[config.mk]
export PLATFORM = sky130hd
export DESIGN_NAME = pwm_mod
export DESIGN_NICKNAME = d
export VERILOG_FILES = /design/src/rtl/pwm_mod.sv
export SDC_FILE = /design/constraint.sdc
export NUM_CORES = 1
export LEC_CHECK = 0
export BUFFER_PORTS_ARGS = -buffer_cell sky130_fd_sc_hd__buf_2
export CORE_MARGIN = 2
export CORE_UTILIZATION = 55
export CTS_CLUSTER_DIAMETER = 50
export CTS_CLUSTER_SIZE = 14
export DETAILED_ROUTE_END_ITERATION = 10
export PLACE_DENSITY_LB_ADDON = 0.08
export SYNTH_ARGS = -nofsm -noshare
export SYNTH_HDL_FRONTEND = slang
export SYNTH_SLANG_ARGS = --single-unit
[constraint.sdc]
create_clock -name clk -period 2.9 [get_ports clk]
set_clock_uncertainty 0.15 [all_clocks]
set_input_delay 0.58 -clock clk [delete_from_list [all_inputs] [get_ports clk]]
set_output_delay 0.58 -clock clk [all_outputs]
set_load 0.02 [all_outputs]
[src/rtl/pwm_mod.sv]
// rtl/pwm_mod.sv - LED PWM generator with a shadowed, boundary-synchronised duty update
//
// Purpose:
//   Turns the brightness level from the fade/ramp generator into a PWM drive
//   for the LED pin. New duty values are taken through a valid/ready handshake
//   into a shadow register. They only take effect at a period boundary, so a
//   fade never produces a glitched or truncated pulse.
//
// Ports:
//   clk          - clock
//   reset        - asynchronous, active-high reset
//   enable       - run PWM; low forces the output inactive and restarts the period
//   duty_in      - requested duty level (WIDTH bits)
//   duty_valid   - duty_in valid
//   duty_ready   - shadow register empty, a new duty can be accepted
//   pwm_out      - PWM output (active-low when INVERT=1)
//   period_start - one-clock strobe in the clock where a new period begins
//   duty_active  - duty currently being generated (WIDTH bits)

module pwm_mod #(
  parameter int WIDTH    = 8,
  parameter int PRESCALE = 1,
  parameter bit INVERT   = 1'b0
) (
  input  logic             clk,
  input  logic             reset,
  input  logic             enable,
  input  logic [WIDTH-1:0] duty_in,
  input  logic             duty_valid,
  output logic             duty_ready,
  output logic             pwm_out,
  output logic             period_start,
  output logic [WIDTH-1:0] duty_active
);

  // Prescaler width holds PRESCALE-1, with at least one bit.
  localparam int PW = (PRESCALE > 1) ? $clog2(PRESCALE) : 1;
  localparam logic [PW-1:0] PRESC_LAST = PW'(PRESCALE - 1);
  // The counter stops one short of all-ones, so a duty of all-ones is never
  // reached by cnt and gives a constantly active output.
  localparam logic [WIDTH-1:0] CNT_LAST = {{(WIDTH-1){1'b1}}, 1'b0};

  logic [PW-1:0]    presc_q, presc_d;
  logic [WIDTH-1:0] cnt_q, cnt_d;
  logic [WIDTH-1:0] shadow_q, shadow_d;
  logic             pending_q, pending_d;
  logic [WIDTH-1:0] duty_active_q, duty_active_d;
  logic             period_start_q, period_start_d;
  logic             pwm_q, pwm_d;

  logic tick;
  logic boundary;
  logic accept;

  assign tick     = enable && (presc_q == PRESC_LAST);
  assign boundary = tick && (cnt_q == CNT_LAST);
  assign accept   = duty_valid && !pending_q;

  always_comb begin
    presc_d        = presc_q;
    cnt_d          = cnt_q;
    shadow_d       = shadow_q;
    pending_d      = pending_q;
    duty_active_d  = duty_active_q;
    period_start_d = 1'b0;
    pwm_d          = INVERT;

    if (accept) begin
      shadow_d  = duty_in;
      pending_d = 1'b1;
    end

    if (!enable) begin
      presc_d = '0;
      cnt_d   = '0;
      // Nothing is being generated, so a waiting duty can be applied at once.
      // accept is never true here, because pending_q blocks it.
      if (pending_q) begin
        duty_active_d = shadow_q;
        pending_d     = 1'b0;
      end
    end else begin
      presc_d = tick ? '0 : presc_q + PW'(1);
      if (tick) begin
        cnt_d = (cnt_q == CNT_LAST) ? '0 : cnt_q + WIDTH'(1);
      end
      // Only a value pending before this clock is applied. A value accepted
      // on the boundary clock itself waits for the next boundary.
      if (boundary) begin
        period_start_d = 1'b1;
        if (pending_q) begin
          duty_active_d = shadow_q;
          pending_d     = 1'b0;
        end
      end
      pwm_d = INVERT ^ (cnt_q < duty_active_q);
    end
  end

  always_ff @(posedge clk or posedge reset) begin
    if (reset) begin
      presc_q        <= '0;
      cnt_q          <= '0;
      shadow_q       <= '0;
      pending_q      <= 1'b0;
      duty_active_q  <= '0;
      period_start_q <= 1'b0;
      pwm_q          <= INVERT;
    end else begin
      presc_q        <= presc_d;
      cnt_q          <= cnt_d;
      shadow_q       <= shadow_d;
      pending_q      <= pending_d;
      duty_active_q  <= duty_active_d;
      period_start_q <= period_start_d;
      pwm_q          <= pwm_d;
    end
  end

  assign duty_ready   = !pending_q;
  assign pwm_out      = pwm_q;
  assign period_start = period_start_q;
  assign duty_active  = duty_active_q;

endmodule

==> results.md <==
Floorplan:
- The floorplan step set the die height to 53.9 µm.
- The total die area is 2910 µm².
- During I/O placement, the number of pins put on the boundary was 23.
- The total number of placement rows is 18.
- The initial utilization of the core area, before any placement, comes to 0.569.
- The core region is 2410 µm².
- In this run the horizontal extent of the chip is 53.9 µm.

GRT:
- The met2 demand-to-capacity share in global routing is 0.341.
- The remaining global-route overflow is 0.
- The met3 capacity usage during global routing is 0.0306.
- The peak-usage layer in the global routing report is met2.
- The first-pass GRT wire length is 4480 µm.
- The number of global-route vias before repair came to 976.
- The number of antenna violations at the first check in global routing is 0.
- In the global route stage, overall resource usage came out at 0.215.
- For this run, global-route usage on met1 was measured as 0.293.
- Entering global routing, the biggest net connects 29 pins.

Clocking:
- Counting every sink on the clock net gives 28.
- The number of buffers on the longest clock path is 2.
- The number of gates given a new drive strength after cts is 0.
- The maximum level of the CTS H-tree is 1.
- The cell sitting at the root of the clock tree is a sky130_fd_sc_hd__clkbuf_4.
- The total of hold buffers inserted after clock tree synthesis is 0.
- After clock tree synthesis, the clock-pin slew on the worst setup and hold paths is 140 ps.
- The number of buffers inserted to repair setup after CTS is 0.
- TritonCTS built the clock tree.
- TritonCTS created 3 clock buffers.
- The later pin in the worst-skew pair is clocked with a latency of 330 ps.

Pwr:
- The static leakage power is 0.782 nW.
- Across the VDD grid, the largest voltage drop is 0.455 mV.
- Power spread over the standard cell area amounts to 675 nW/µm².

Detailed routing:
- For this run, design rule violations remaining after detail routing come to 0.
- After detailed routing, the average wire length per cell comes to 14.8 µm.
- The starting DRC count in detailed routing is 16.
- The post-detailed-route via-to-cell ratio is 5.66.
- The first detailed-routing pass ran for 4 iterations.
- The total wire length after detailed routing is 2500 µm.
- The total vias in the final route is 956.
- The post-detailed-route count of antenna-violating nets is 0.

Yosys:
- By instance count, the leading cell after synthesis is sky130_fd_sc_hd__dfrtp_1.
- The proportion of synthesized area in mux cells is 0.131.
- The main flop type after synthesis is sky130_fd_sc_hd__dfrtp_1.
- Synthesis produced a netlist whose cell count is 114.
- Of the total synthesized cell area, the portion taken by XOR and XNOR cells is 0.
- The largest family of logic cells by synthesized area is multiplexers.
- For this run, the register share of the synthesized area comes to 0.511.
- After synthesis, the netlist uses 30 different library cells.
- The post-synthesis simple-gate area fraction is 0.109.
- The synthesized-area fraction occupied by ao, oa, aoi and oai cells is 0.128.
- Of the total synthesized cell area, the portion taken by full adders, half adders and majority gates is 0.0821.
- In the post-synthesis netlist, the biggest area contributors are sky130_fd_sc_hd__dfrtp_1, sky130_fd_sc_hd__mux2_2, sky130_fd_sc_hd__ha_1, sky130_fd_sc_hd__inv_1, sky130_fd_sc_hd__nand3_1.
- In this run, synthesis inferred 0 flip-flops with an integrated enable.
- For this run, the number of Yosys warnings is 0.
- The mean area per synthesized cell is 12.0 µm².
- Synthesis inferred 28 register bits.
- sky130_fd_sc_hd__dfrtp_1 takes more of the synthesized area than any other cell.
- The total standard cell area after synthesis is 1370 µm².
- The share of the synthesized area in the top cell type is 0.511.
- Of all flip-flops after synthesis, the portion carrying an async set or reset was 1.00.
- By count the netlist is led by sky130_fd_sc_hd__dfrtp_1, sky130_fd_sc_hd__mux2_2, sky130_fd_sc_hd__inv_1, sky130_fd_sc_hd__ha_1, sky130_fd_sc_hd__nand3_1.
- Counting every net in the synthesized netlist gives 135.

STA:
- The part of the cycle the worst path needs is 0.636.
- For this run, the top clock speed supported by timing is 542 MHz.
- The hold violation count in the final report is 0.
- Setup repair after global routing left no endpoint under its margin.
- The count of endpoints failing setup in the final report is 0.
- The worst path needs 1850 ps of the cycle, external delays included.
- Measured against its own limit, the worst slew margin works out to 0.452.
- For the final routed database, the setup TNS stands at 0 ps.
- The transition time at the pin with the least slew margin is 820 ps.
- The max-slew violation count came to 0.

Flow run:
- Across the run, the number of max-cap violations was 0.

Critical path:
- The startpoint type of the worst setup path is a flop.
- The top cell family by delay on the critical path is flip-flops.
- The worst stage delay on the critical path is 470 ps.
- At the worst endpoint, the required time is 2990 ps.
- The classification of the worst setup path is reg2reg.
- For this design, the slowest cell found on the critical path is sky130_fd_sc_hd__dfrtp_1.
- The capturing element type of the critical path is a flop.
- For the worst setup path, the data arrival time is 1930 ps.
- The number of buffers and inverters on the critical path is 1.
- Along the worst path, the maximum fanout reaches 8.
- The signal on the critical path passes through inv_1 -> ha_1 -> nand3_1 -> o31ai_4 -> nand2_4 -> mux2_2.

Placement:
- Counting tap cells, the placed design contains a total of 165 instances.
- The number of buffers inserted by port buffering is 22.
- The HPWL after detailed placement is 1860 µm.
- Routability-driven placement finished with a final weighted congestion of 0.729.

Layout:
- At the end of the flow the core is filled with cells to 0.645.
- 0 antenna diodes ended up in the layout.
- In the final layout, the share of cells above drive strength 1 is 0.345.
- The final layout net count is 161.
- The area added between synthesis and finish is 13.3%.
- The final instance count without filler cells is 169.

Run status:
- The flow ran to the end, and the final reports show no timing, DRC or antenna violations.

Min path:
- The path class of the tightest hold or removal check is in2async.
==> state kept, by name (all words and copies together), names as in the netlist <==
register and flops:
cnt_q 8, duty_active 8, pending_q 1, period_start 1, presc_q 1, pwm_out 1, shadow_q 8
==> layout by cell type, fill, tap and decap left out <==
cell,instances
sky130_fd_sc_hd__a2111oi_0,1
sky130_fd_sc_hd__a21o_1,2
sky130_fd_sc_hd__a21oi_1,4
sky130_fd_sc_hd__a31o_2,1
sky130_fd_sc_hd__a31oi_1,4
sky130_fd_sc_hd__a32o_1,1
sky130_fd_sc_hd__a41oi_1,1
sky130_fd_sc_hd__and3_1,2
sky130_fd_sc_hd__buf_2,22
sky130_fd_sc_hd__buf_4,1
sky130_fd_sc_hd__clkbuf_4,3
sky130_fd_sc_hd__clkbuf_8,1
sky130_fd_sc_hd__conb_1,1
sky130_fd_sc_hd__dfrtp_1,28
sky130_fd_sc_hd__ha_1,9
sky130_fd_sc_hd__inv_1,11
sky130_fd_sc_hd__mux2_2,16
sky130_fd_sc_hd__nand2_1,2
sky130_fd_sc_hd__nand2_4,1
sky130_fd_sc_hd__nand2b_1,5
sky130_fd_sc_hd__nand3_1,7
sky130_fd_sc_hd__nand4_4,1
sky130_fd_sc_hd__nor2_1,2
sky130_fd_sc_hd__nor2b_1,1
sky130_fd_sc_hd__nor3_1,2
sky130_fd_sc_hd__o2111ai_1,1
sky130_fd_sc_hd__o21ai_0,3
sky130_fd_sc_hd__o21ba_2,1
sky130_fd_sc_hd__o21bai_1,2
sky130_fd_sc_hd__o31a_1,1
sky130_fd_sc_hd__o31ai_4,1
sky130_fd_sc_hd__or3_1,1
==> worst register-to-register path: cells and delay by family (launching register included) <==
family                   cells  cell delay [ps]
AO/OA/AOI/OAI                1              300
flip-flops                   1              470
adder cells (fa/ha/maj)      1              140
AND/OR/NAND/NOR              2              310
buffers and inverters        1               80
multiplexers                 1              300
==> worst paths after layout <==
kind / from / end / slack, ps / cells past startpoint
max: cnt_q[0] / duty_active[1] / 1050 / 6
min: reset / cnt_q[0] / 120 / 3
max reg2reg: cnt_q[0] / duty_active[1] / 1050 / 6
min reg2reg: shadow_q[0] / duty_active[0] / 370 / 1
max in group asynchronous: reset / duty_active[2] / 2220 / 3
min in group clk: duty_in[7] / shadow_q[7] / 310 / 2
==> cell families after synthesis <==
| family | after synthesis |
|---|---|
| flip-flops | 28 |
| other | 1 |
| adder cells (fa/ha/maj) | 9 |
| buffers and inverters | 13 |
| AND/OR/NAND/NOR | 24 |
| AO/OA/AOI/OAI | 23 |
| multiplexers | 16 |
==> per-layer routing <==
metal / up-vias / wire (µm)
li1: 456 / -
met1: 472 / 1120
met4: 0 / 39
met3: 4 / 110
met5: - / 0
met2: 24 / 1230
==> layout make-up <==
| cell class | instances | area (µm²) |
|---|---|---|
| Clock buffer | 4 | 36.3 |
| Inverter | 11 | 41.3 |
| Multi-Input combinational cell | 73 | 621 |
| Tap cell | 30 | 37.5 |
| Fill cell | 192 | 856 |
| Sequential cell | 28 | 701 |
| Timing Repair Buffer | 23 | 118 |
==> where the power goes <==
group | internal (mW) | switching [mW] | leakage [nW]
Clock | 0.0770 | 0.114 | 0.0210
Sequential | 0.474 | 0.0643 | 0.346
Combinational | 0.147 | 0.174 | 0.414
Total | 0.698 | 0.352 | 0.782
==> through the flow <==
step	cell area (µm²)	worst slack [ps]	total power, mW	hold slack [ps]
global route	1550	894	1.12	178
floorplan	1370	1220	0.762	327
CTS	1550	1060	1.06	133
finish	1550	1050	1.05	119
global placement	1520	962	0.855	336
detailed placement	1520	886	0.871	342
Power figures use the tool's default switching activity.
